$ cat config.mk
export PLATFORM = sky130hd
export DESIGN_NAME = nw_chunk_loader
export DESIGN_NICKNAME = d
export VERILOG_FILES = /design/src/rtl/nw_chunk_loader.sv
export SDC_FILE = /design/constraint.sdc
export NUM_CORES = 1
export LEC_CHECK = 0
export ABC_AREA = 1
export BUFFER_PORTS_ARGS = -buffer_cell sky130_fd_sc_hd__buf_4
export CORE_AREA = 2 2 165 167
export CTS_BUF_LIST = sky130_fd_sc_hd__clkbuf_16
export CTS_CLUSTER_DIAMETER = 60
export DETAILED_ROUTE_END_ITERATION = 8
export DIE_AREA = 0 0 167 169
export RECOVER_POWER = 25
export SLEW_MARGIN = 5
export SYNTH_ARGS = -nofsm -noshare
export SYNTH_HDL_FRONTEND = slang
export SYNTH_SLANG_ARGS = --single-unit
export TNS_END_PERCENT = 50
$ cat constraint.sdc
create_clock -name clk -period 1.7 [get_ports clk]
set_input_delay 0.17 -clock clk [delete_from_list [all_inputs] [get_ports clk]]
set_output_delay 0.17 -clock clk [all_outputs]
set_load 0.005 [all_outputs]
$ cat src/rtl/nw_chunk_loader.sv
// rtl/nw_chunk_loader.sv - Needleman-Wunsch chunk grid feeder: string loader, grid kick-off, result capture
//
// Purpose: accepts LENGTH character pairs over a valid/ready handshake, packs
// them into the grid's parallel s1/s2 buses, pulses grid_reset once, waits
// (bounded by TIMEOUT) for the grid's bottom-right valid flag, then presents
// the captured score with done until out_ack.
//
// Ports:
//   clk, reset           - clock, synchronous active-high reset
//   in_valid/in_ready    - character pair handshake, data on c1/c2
//   s1, s2               - packed strings, beat i at [i*CWIDTH +: CWIDTH]
//   top_scores           - boundary row, slot i = i*INDEL
//   left_scores          - boundary column, slot j = (j+1)*INDEL
//   grid_reset           - one-cycle grid clear pulse
//   grid_valid/corner    - grid bottom-right valid flag and score
//   score, error, done   - captured result, timeout flag, result-available
//   out_ack              - consumer acknowledge of the result

module nw_chunk_loader #(
   parameter int LENGTH  = 10,
   parameter int CWIDTH  = 2,
   parameter int SWIDTH  = 16,
   parameter int INDEL   = -1,
   parameter int TIMEOUT = 64
) (
   input  logic                         clk,
   input  logic                         reset,
   input  logic                         in_valid,
   output logic                         in_ready,
   input  logic [CWIDTH-1:0]            c1,
   input  logic [CWIDTH-1:0]            c2,
   output logic [LENGTH*CWIDTH-1:0]     s1,
   output logic [LENGTH*CWIDTH-1:0]     s2,
   output logic [(LENGTH+1)*SWIDTH-1:0] top_scores,
   output logic [LENGTH*SWIDTH-1:0]     left_scores,
   output logic                         grid_reset,
   input  logic                         grid_valid,
   input  logic [SWIDTH-1:0]            grid_corner,
   output logic [SWIDTH-1:0]            score,
   output logic                         error,
   output logic                         done,
   input  logic                         out_ack
);

   localparam int IW = (LENGTH > 1) ? $clog2(LENGTH) : 1;
   localparam int CW = $clog2(TIMEOUT);

   typedef enum logic [1:0] {
      S_LOAD  = 2'd0,
      S_CLEAR = 2'd1,
      S_RUN   = 2'd2,
      S_DONE  = 2'd3
   } state_t;

   state_t                     state_q, state_d;
   logic [IW-1:0]              idx_q, idx_d;
   logic [CW-1:0]              cnt_q, cnt_d;
   logic [LENGTH*CWIDTH-1:0]   s1_q, s1_d;
   logic [LENGTH*CWIDTH-1:0]   s2_q, s2_d;
   logic [SWIDTH-1:0]          score_q, score_d;
   logic                       error_q, error_d;

   // State and datapath registers
   always_ff @(posedge clk) begin
      if (reset) begin
         state_q <= S_LOAD;
         idx_q   <= '0;
         cnt_q   <= '0;
         s1_q    <= '0;
         s2_q    <= '0;
         score_q <= '0;
         error_q <= 1'b0;
      end else begin
         state_q <= state_d;
         idx_q   <= idx_d;
         cnt_q   <= cnt_d;
         s1_q    <= s1_d;
         s2_q    <= s2_d;
         score_q <= score_d;
         error_q <= error_d;
      end
   end

   // Next-state and datapath update
   always_comb begin
      state_d = state_q;
      idx_d   = idx_q;
      cnt_d   = cnt_q;
      s1_d    = s1_q;
      s2_d    = s2_q;
      score_d = score_q;
      error_d = error_q;
      unique case (state_q)
         S_LOAD: begin
            if (in_valid) begin
               // Slot decode by compare keeps the write index free of width games
               for (int k = 0; k < LENGTH; k++) begin
                  if (idx_q == IW'(k)) begin
                     s1_d[k*CWIDTH +: CWIDTH] = c1;
                     s2_d[k*CWIDTH +: CWIDTH] = c2;
                  end
               end
               idx_d = idx_q + IW'(1);
               if (idx_q == IW'(LENGTH-1)) begin
                  state_d = S_CLEAR;
               end
            end
         end
         S_CLEAR: begin
            cnt_d   = '0;
            state_d = S_RUN;
         end
         S_RUN: begin
            cnt_d = cnt_q + CW'(1);
            // grid_valid takes priority over a coincident timeout
            if (grid_valid) begin
               score_d = grid_corner;
               error_d = 1'b0;
               state_d = S_DONE;
            end else if (cnt_q == CW'(TIMEOUT-1)) begin
               score_d = '0;
               error_d = 1'b1;
               state_d = S_DONE;
            end
         end
         S_DONE: begin
            if (out_ack) begin
               idx_d   = '0;
               s1_d    = '0;
               s2_d    = '0;
               state_d = S_LOAD;
            end
         end
         default: state_d = S_LOAD;
      endcase
   end

   // Outputs
   always_comb begin
      in_ready   = (state_q == S_LOAD);
      grid_reset = (state_q == S_CLEAR);
      done       = (state_q == S_DONE);
      s1         = s1_q;
      s2         = s2_q;
      score      = score_q;
      error      = error_q;
   end

   // Boundary scores are elaboration-time constants: 32-bit signed products truncated to SWIDTH
   for (genvar i = 0; i <= LENGTH; i++) begin : g_top
      localparam logic [31:0] PROD = 32'(i * INDEL);
      assign top_scores[i*SWIDTH +: SWIDTH] = PROD[SWIDTH-1:0];
   end

   for (genvar j = 0; j < LENGTH; j++) begin : g_left
      localparam logic [31:0] PROD = 32'((j + 1) * INDEL);
      assign left_scores[j*SWIDTH +: SWIDTH] = PROD[SWIDTH-1:0];
   end

endmodule

# Word-level counts from Yosys, hierarchy flattened
# Index checks and enable logic that the tools add are counted.
# Widths: inputs -> output; s select.
[classes]
add_sub_neg = 2
n_eq_ne = 26
muxes = 39
n_reduce_logical = 18
[op_table]
columns = ["operator", "n"]
rows = [
  ["$pmux 20 s2", 2],
  ["$mux 20", 3],
  ["$mux 2", 25],
  ["$reduce_and 4->1", 11],
  ["$mux 16", 2],
  ["$ne 2x1->1 const B", 11],
  ["$eq 4x3->1 const B", 4],
  ["$pmux 6 s2", 1],
  ["$eq 4x2->1 const B", 2],
  ["$eq 4x4->1 const B", 2],
  ["$mux 4", 2],
  ["$pmux 2 s4", 1],
  ["$pmux 4 s2", 1],
  ["$add 6x1->6 const B", 1],
  ["$eq 6x6->1 const B", 1],
  ["$reduce_bool 2->1", 3],
  ["$add 4x1->4 const B", 1],
  ["$eq 2x2->1 const B", 2],
  ["$eq 4x1->1 const B", 1],
  ["$logic_not 4->1", 1],
  ["$ne 3x3->1 const B", 1],
  ["$reduce_and 3->1", 1],
  ["$eq 2x1->1 const B", 1],
  ["$logic_not 2->1", 1],
  ["other kinds (3)", 4],
]
[totals]
ff_bits = 69
inputBits = 25
output_inout_bits = 396
word_cells = 110

# Logic depth before layout (Yosys ltp)
# Gate-level depths: netlist (run 1).
[logic_depth]
word_depth = 4
depth_mapped = 11
depth_no_buf = 10

# Worst setup path before layout (run 1)
# Ideal clock, no wire load.
[synth_path]
path_type = "register -> register"
from = "register state_q[0]"
to = "register idx_q[3]"
setup_ps = 113
t_arrival_ps = 1457
t_required_ps = 1587
slack_ps = 130
path_stages_with_launch = 12
path_buffers = 1
period_less_slack_ps = 1570
path_cell_list = "dfxtp_1 -> inv_1 -> ha_1 -> nand2_1 -> nand2_1 -> nor2_2 -> buf_4 -> inv_2 -> nor2_1 -> nand2_1 -> nand2_1 -> nor2_1"
[synth_via]
elab_chain_cells = 3
word_cells_on_any_way = 7
cone_classes = "eq/ne: 3; mux: 1; reduce/logical: 3"
[synth_rtl]
columns = ["item", "line", "text"]
rows = [
  ["start, declared", "55", "state_t state_q, state_d;"],
  ["start signal, assigned", "74", "state_q <= state_d;"],
  ["$logic_not 2->1 (*)", "-", ""],
  ["net in_ready", "29", "output logic in_ready,"],
  ["$ne 2x2->1 (no line) / $reduce_bool 2->1 (equally long branches)", "-", ""],
  ["$reduce_and 3->1 (no line)", "-", ""],
  ["end signal, assigned", "75", "idx_q <= idx_d;"],
  ["end, declared", "56", "logic [IW-1:0] idx_q, idx_d;"],
]
# The timed path passes the listed nets; every way through them passes the cells marked *.
# A chain may end at the register's enable or synchronous reset.

# Worst setup path in the final report (run 1)
[layout_path]
from = "register state_q[1]"
to = "register idx_q[3]"
[layout_via]
elab_chain_cells = 3
word_cells_on_any_way = 7
cone_classes = "eq/ne: 3; mux: 1; reduce/logical: 3"
[layout_rtl]
columns = ["item", "line", "text"]
rows = [
  ["$eq 2x2->1 / $logic_not 2->1 (equally long branches)", "93", "unique case (state_q)"],
  ["$ne 2x1->1 (no line), or another cell as far along", "-", ""],
  ["$reduce_and 3->1 (no line)", "-", ""],
]
# Parallel ways exist; a longest one is shown, timed or not.

==> results.cfg, run 1 <==
[die]
io_pins = 421
core_area_sq_mm = 0.0265
die_y_um = 169
initial_core_util_pct = 20.9
dieArea_sq_mm = 0.0282
fp-row-count = 60
die-width_um = 167

[global_routing]
first_global_vias = 2936
grt_pass1_wl_um = 15900
track_usage_pct = 7.40
gr-total-overflow = 0
antenna_found_initial = 0
grt_max_degree = 26

[setup_path]
end_kind = flop
critPathKind = flop to flop
crit_fanout = 6
cp.required_ns = 1.93
crit_arrival_ns = 1.83
start_kind = flop

[route]
drt_iter0_drc = 135
drt-pass1-iter-count = 6
avgRoutedWirePerCell_um = 9.44
drc = 0
routed_wl_um = 11600
vias_per_cell = 3.08
via_count = 3789
ant_nets = 0

[cts]
ctsHoldBuffers = 0
h-tree-depth = 3
cts_tree = done
insertion_delay_ns = 0.34
path_clk_slew_ns = 0.06
cts_buffers = 9
cts.sinks = 69
cts_max_path_buffers = 2
cts_root_buf = clkbuf_16

[layout]
design_area_sq_mm = 0.00573
final_nets = 921
antennaDiodeCount = 0
drive_gt1_share_pct = 13.5
syn_to_final_growth_pct = 3.25

[pwr]
vdd_ir_drop_max_mv = 0.626
p_leak_nw = 3.15
powerDensity_mw_per_mm2 = 1440

[timing]
drv_slew = 0
period_minus_slack_ns = 1.60
fmax_ghz = 0.624
layout_setup_ws_ns = 0.0964
hold_viol = 0
clock_skew_ns = 0.00654
min_period_over_period_pct = 94.3
worst_hold_slack_ns = 0.0915
setup_viol = 0

[run_status]
outcome = completed

[synthesis]
ys_warn_count = 0
netlist_area_sq_mm = 0.00555
synth_compound_area_share_pct = 4.87
synth_top_cells_by_area = buf_4 46%, dfxtp_1 25%, nand2_1 9.1%
synth_xor_area_share_pct = 0.158
synth_top_family_by_area = buffers and inverters
synthMuxAreaShare_pct = 0
syn_avg_cell_area_sq_um = 7.07
synth_top_area_share_pct = 45.6
postSynthCellCount = 785
ys_ff_latch = 69
synth_top_area_cell = buf_4
synthAdderAreaFrac_pct = 2.25
ys_seq_area_share_pct = 24.9
synth.distinct_cells = 22
yosys.area_share.simple_pct = 17.0

[placement]
port_buffers = 84
dp_slack_ns = -0.0112
place_area_sq_mm = 0.00545
hpwl_um = 9200
place.gp.congestion = 0.817

[worst_hold_path]
hp-class = primary input to flop

[run]
max-cap-violations = 0
==> sequential cells by signal, summed over array words and instances, names as in the netlist <==
name and flops:
cnt_q 6, state_q 2, score 16, idx_q 4, s2 20, s1 20, error 1
==> cell type report <==
cell class                 count  area, sq um
clock buffer                   9          225
tap                          341          427
inverter                      64          245
sequential                    69         1380
fill                        2937        20800
timing repair buffer         103          742
multi-input combinational    639         2650
clock inverter                 6         56.3
==> power breakdown <==
| part | leakage, nW | internal (W) | switching, W |
|---|---|---|---|
| clock network | 0.142 | 0.00111 | 0.000702 |
| registers | 0.564 | 0.00213 | 0.000284 |
| logic | 2.44 | 0.00156 | 0.00243 |
==> metal layers <==
| layer | track usage, % | wire, um | up-vias |
|---|---|---|---|
| met5 | 0 | 0 | - |
| li1 | - | - | 1900 |
| met4 | 2.36 | 141 | 0 |
| met3 | 3.79 | 1440 | 12 |
| met1 | 8.21 | 4450 | 1659 |
| met2 | 12.3 | 5590 | 218 |
==> worst paths after layout <==
check	slack [ns]	to	start	depth (start not counted)
max	0.1	idx_q[3]	state_q[1]	11
min	0.09	score[15]	grid_corner[15]	3
max reg2reg	0.1	idx_q[3]	state_q[1]	11
min reg2reg	0.46	score[15]	score[15]	2
==> layout by cell type (no fill, tap or decap), types with 8 or more instances in the layout <==
master     instances
conb_1           336
nand2_1          134
clkbuf_16          9
inv_1             58
nor2_1            87
clkbuf_4          15
a21oi_1           34
buf_4             69
clkbuf_1          15
nand3_1           10
dfxtp_1           67
ha_1               8
==> worst max-delay path, cell delays in order (launching register included) <==
cell	delay (ns)
dfxtp_2	0.35
inv_1	0.07
ha_2	0.21
nand2_1	0.07
nand2_1	0.11
nor2_4	0.21
buf_4	0.15
inv_2	0.04
nor2_1	0.12
nand2_1	0.06
nand2_1	0.06
nor2_1	0.03
==> cells in the mapped netlist <==
cell type and number:
inv_1 57, ha_1 10, nor2_1 88, buf_4 337
and3_1 1, inv_2 2, nand4_1 4, xor2_1 1
clkinv_1 5, nor2_2 1, o21bai_1 1, o21ai_0 6
nor3_1 4, o21ai_2 6, o21ai_1 2, buf_2 3
dfxtp_1 69, nand2_1 134, clkbuf_1 7, a21oi_1 34
conb_1 2, nand3_1 11
==> stage by stage <==
step,utilization [%],total power (W),cells,TNS [ns]
final,21.6,0.00823,1231,0
after detailed placement,20.6,0.00644,1215,-0.0281
after CTS,21.6,0.00832,1230,-0.105
after floorplan,-,0.00524,1119,0
after global placement,20.6,0.00638,1215,-0.0372
after global routing,21.6,0.00905,1231,-0.0147
==> logic make-up (layout without fill, tap and decap cells) <==
family | Yosys count | in the layout
DFF | 69 | 69
AOI/OAI and AO/OA | 49 | 49
buffers and inverters | 411 | 182
xor gates and xnor gates | 1 | 1
and+or+nand+nor | 243 | 243
other | 2 | 336
adders and majority gates | 10 | 10
==> repair_timing <==
item                       in CTS  in global routing
gates cloned                    0                  0
resized for setup               1                 13
pin swaps                       0                  1
buffers inserted                0                  1
setup endpoints to repair      11                 40
No activity file was read; power rests on OpenSTA's default activity.
==> run 2: changes to the inputs <==
--- a/config.mk
+++ b/config.mk
@@ -7,11 +7,14 @@
 export LEC_CHECK = 0
 export ABC_AREA = 1
 export BUFFER_PORTS_ARGS = -buffer_cell sky130_fd_sc_hd__buf_4
+export CELL_PAD_IN_SITES_DETAIL_PLACEMENT = 0
+export CELL_PAD_IN_SITES_GLOBAL_PLACEMENT = 1
 export CORE_AREA = 2 2 165 167
 export CTS_BUF_LIST = sky130_fd_sc_hd__clkbuf_16
 export CTS_CLUSTER_DIAMETER = 60
 export DETAILED_ROUTE_END_ITERATION = 8
 export DIE_AREA = 0 0 167 169
+export PLACE_DENSITY_LB_ADDON = 0.1
 export RECOVER_POWER = 25
 export SLEW_MARGIN = 5
 export SYNTH_ARGS = -nofsm -noshare
==> results.cfg, run 2 (synthesized netlist as in run 1, its figures left out) <==
[die]
core_area_sq_mm = 0.0265
die-width_um = 167
die_y_um = 169
io_pins = 421
dieArea_sq_mm = 0.0282
fp-row-count = 60
initial_core_util_pct = 20.9

[layout]
syn_to_final_growth_pct = 5.95
finalNonFillerCells = 1237
final_cell_mix = 336 x conb_1, 131 x nand2_1, 86 x nor2_1, 72 x buf_4, 67 x dfxtp_1
drive_gt1_share_pct = 15.1
fillers = 3022
final_nets = 926
antennaDiodeCount = 0
final_common_cell = conb_1

[cts]
path_clk_slew_ns = 0.06
insertion_delay_ns = 0.34
cts_max_path_buffers = 2
cts_root_buf = clkbuf_16
post_cts_buffers = 0
cts_resized = 0
cts_buffers = 9
ctsHoldBuffers = 0
h-tree-depth = 3
cts_tree = done
cts.sinks = 69

[timing]
min_period_over_period_pct = 92.2
tns_ns = 0
clock_skew_ns = 0.00737
setup_viol = 0
rsz0062_at_grt = true
drv_slew = 0
fmax_ghz = 0.638
hold_viol = 0
period_minus_slack_ns = 1.57

[placement]
place_inst = 1221
place.gp.congestion = 0.698
hpwl_um = 9640
port_buffers = 84

[route]
drt-pass1-iter-count = 4
vias_per_cell = 3.02
ant_nets = 0
drc = 0
avgRoutedWirePerCell_um = 10.1
via_count = 3733
routed_wl_um = 12500
drt_iter0_drc = 104

[pwr]
vdd_ir_drop_max_mv = 0.515
power.total_w = 0.00860
p_leak_nw = 3.23
powerDensity_mw_per_mm2 = 1460

[global_routing]
antenna_found_initial = 0
track_usage_pct = 8.31
grt_pass1_wl_um = 18100
grt_max_degree = 26
gr-total-overflow = 0
first_global_vias = 3168

[setup_path]
worst-r2r-setup-slack_ns = 0.13
end_kind = flop
crit_fanout = 7
cp.required_ns = 1.94
crit_arrival_ns = 1.80
critPathKind = flop to flop
start_kind = flop

[run]
max-cap-violations = 0

[run_status]
outcome = completed

[worst_hold_path]
hp-class = primary input to flop
## run 2: cell types whose count changed in the layout (fill, tap and decap cells not counted), moves of 2 or more
| cell | previous run | this run |
|---|---|---|
| clkinv_1 | 3 | 6 |
| buf_12 | 2 | 6 |
| nand2_2 | 0 | 3 |
| clkbuf_4 | 15 | 23 |
| clkbuf_1 | 15 | 7 |
| buf_4 | 69 | 72 |
| clkinv_2 | 4 | 2 |
| nand2_1 | 134 | 131 |
## run 2: critical path, stage by stage (launching register included)
cell and delay [ns]:
dfxtp_1 0.36, ha_1 0.26, inv_1 0.19, nand2_1 0.10
clkinv_1 0.17, buf_4 0.23, nor2_1 0.10, nor2_1 0.05
## run 2: area by class of cell
cell class	instances	area, sq um	share of cell area, %
Multi-Input combinational cell	639	2660	45.1
Sequential cell	69	1380	23.5
Timing Repair Buffer	108	860	14.6
Tap cell	341	427	7.26
Inverter	64	240	4.09
Clock buffer	9	225	3.83
Clock inverter	7	90.1	1.53
## run 2: path summary, 6_finish.rpt
check                 start       end  cells past startpoint
max reg2reg      state_q[1]     s2[8]                      7
min          grid_corner[1]  score[1]                      3
min reg2reg        score[5]  score[5]                      2
max              state_q[1]     s2[8]                      7
## run 2: where the power goes
part / internal (W) / switching, W / total (W)
sequential: 0.00213 / 0.000302 / 0.00243
clock: 0.00128 / 0.000764 / 0.00204
combinational: 0.00171 / 0.00242 / 0.00413
## run 2: metal layers
layer | part of all wire (%) | vias up | GRT usage (%)
met5 | 0 | - | 0
met2 | 49 | 223 | 14.0
met1 | 39 | 1589 | 9.34
li1 | - | 1908 | -
met4 | 1.4 | 0 | 3.04
met3 | 11 | 13 | 3.53
## run 2: through the flow
stage	setup slack (ns)	utilization (%)	hold slack [ns]	area, sq um
finish	0.133	22.2	0.0883	5880
floorplan	0.130	-	0.318	6800
detailed placement	0.0138	20.9	0.438	5550
CTS	0.00150	22.1	0.0617	5860
global placement	0.00805	20.9	0.441	5550
global route	-0.00992	22.2	0.0745	5880
==> run 3: changes to the inputs <==
--- a/config.mk
+++ b/config.mk
@@ -10,7 +10,6 @@
 export CELL_PAD_IN_SITES_DETAIL_PLACEMENT = 0
 export CELL_PAD_IN_SITES_GLOBAL_PLACEMENT = 1
 export CORE_AREA = 2 2 165 167
-export CTS_BUF_LIST = sky130_fd_sc_hd__clkbuf_16
 export CTS_CLUSTER_DIAMETER = 60
 export DETAILED_ROUTE_END_ITERATION = 8
 export DIE_AREA = 0 0 167 169
==> results.cfg, run 3 (synthesized netlist as in run 1, its figures left out) <==
[timing]
min_period_over_period_pct = 92.1
tns_ns = 0
hold_viol = 0
setup_viol = 0
fmax_ghz = 0.638
rsz0062_at_grt = true
period_minus_slack_ns = 1.57
drv_slew = 0
clock_skew_ns = 0.00737
worst_hold_slack_ns = 0.0884

[global_routing]
gr-total-overflow = 0
first_global_vias = 3168
antenna_found_initial = 0
grt_max_degree = 26
grt_pass1_wl_um = 18100
track_usage_pct = 8.31

[route]
via_count = 3730
drt_iter0_drc = 104
avgRoutedWirePerCell_um = 10.1
ant_nets = 0
drc = 0
vias_per_cell = 3.02
routed_wl_um = 12500
drt-pass1-iter-count = 4

[setup_path]
path_common_cell = nor2_1
critPathCapture = s2[16]
rr_endpoint = s2[16]
critPathTopFamily = buffers and inverters
setup.worst_path.start = state_q[1]
slowest_delay_ns = 0.36
end_kind = flop
start_kind = flop
cp.depth = 7
crit_arrival_ns = 1.80
cp.required_ns = 1.93
path_cells = ha_1 > inv_1 > nand2_1 > clkinv_1 > buf_4 > nor2_1 > nor2_1
crit_fanout = 7
worst-r2r-setup-slack_ns = 0.13
crit_slowest_cell = dfxtp_1
reg2reg_depth = 7
critPathKind = flop to flop
r2r_start = state_q[1]
cp.buffers_inverters = 3

[placement]
place.gp.congestion = 0.698
hpwl_um = 9640
port_buffers = 84

[layout]
final_nets = 926
final_common_cell = conb_1
final_util_pct = 22.2
drive_gt1_share_pct = 15.2
syn_to_final_growth_pct = 6.13
final_cell_mix = 336 x conb_1, 131 x nand2_1, 86 x nor2_1, 72 x buf_4, 67 x dfxtp_1
fillers = 3021
antennaDiodeCount = 0

[die]
io_pins = 421
dieArea_sq_mm = 0.0282
fp-row-count = 60
die_y_um = 169
initial_core_util_pct = 20.9
core_area_sq_mm = 0.0265
die-width_um = 167

[cts]
cts.sinks = 69
cts_max_path_buffers = 2
insertion_delay_ns = 0.34
cts_tree = done
cts_root_buf = clkbuf_16
cts_buffers = 9
path_clk_slew_ns = 0.06
post_cts_buffers = 0
h-tree-depth = 3

[pwr]
p_comb_share_pct = 47.8
powerDensity_mw_per_mm2 = 1470
switching_share_pct = 40.3
vdd_ir_drop_max_mv = 0.515
p_int_w = 0.00516
clock_power_share_pct = 24.1
p_sw_w = 0.00349
power.total_w = 0.00865
p_leak_nw = 3.24
p_seq_share_pct = 28.1

[run_status]
outcome = completed

[worst_hold_path]
hp-class = primary input to flop

[run]
max-cap-violations = 0
-- run 3: cell count changes in the layout (fill, tap and decap cells not counted) --
cell / before / now
clkbuf_8: 0 / 1
clkinv_1: 6 / 5
-- run 3: layout make-up --
cell class,count,area (sq um),share of cell area [%]
Multi-Input combinational cell,639,2660,45.1
Inverter,64,240,4.08
Timing Repair Buffer,108,860,14.6
Clock inverter,6,86.3,1.47
Sequential cell,69,1380,23.5
Tap cell,341,427,7.24
Clock buffer,10,239,4.06
-- run 3: per-layer routing --
metal / up-vias / global-route usage (%) / routed length (um) / share of wire [%]
met5: - / 0 / 0 / 0
met4: 0 / 3.04 / 170 / 1.4
met3: 13 / 3.53 / 1340 / 11
met2: 223 / 14.0 / 6090 / 49
met1: 1585 / 9.34 / 4930 / 39
li1: 1909 / - / - / -
-- run 3: tightest hold or removal path, delay by kind of cell --
family,cells,cell delay [ns]
and+or+nand+nor,1,0.05
AOI/OAI and AO/OA,1,0.05
buffers and inverters,1,0.10
-- run 3: stage by stage --
stage	setup slack (ns)	instance area, sq um	instances
floorplan	0.130	6800	1119
finish	0.134	5890	1237
detailed placement	0.0138	5550	1221
global route	-0.00992	5890	1237
CTS	0.00150	5870	1237
global placement	0.00805	5550	1221
-- run 3: power groups by stage --
stage	Clock, W	Combinational, W	Sequential (W)
finish	0.00209	0.00413	0.00243
global route	0.00225	0.00479	0.00252
CTS	0.00220	0.00414	0.00245
detailed placement	0	0.00412	0.00248
global placement	0	0.00420	0.00248
floorplan	0	0.00280	0.00245
-- run 3: how the worst min path moves through the flow --
stage | from | endpoint | slack, ns | cells after the start
2_1_floorplan | grid_corner[10] | score[10] | 0.32 | 2
3_3_place_gp | grid_corner[13] | score[13] | 0.44 | 3
3_5_place_dp | grid_corner[1] | score[1] | 0.44 | 3
4_1_cts | grid_corner[1] | score[1] | 0.06 | 3
5_1_grt | grid_corner[8] | score[8] | 0.07 | 3
6_report | grid_corner[1] | score[1] | 0.09 | 3
-- run 3: what timing repair did --
item | in CTS | in global routing
setup endpoints to repair | 0 | 43
hold buffers | 0 | 0
gates resized for setup | 0 | 13
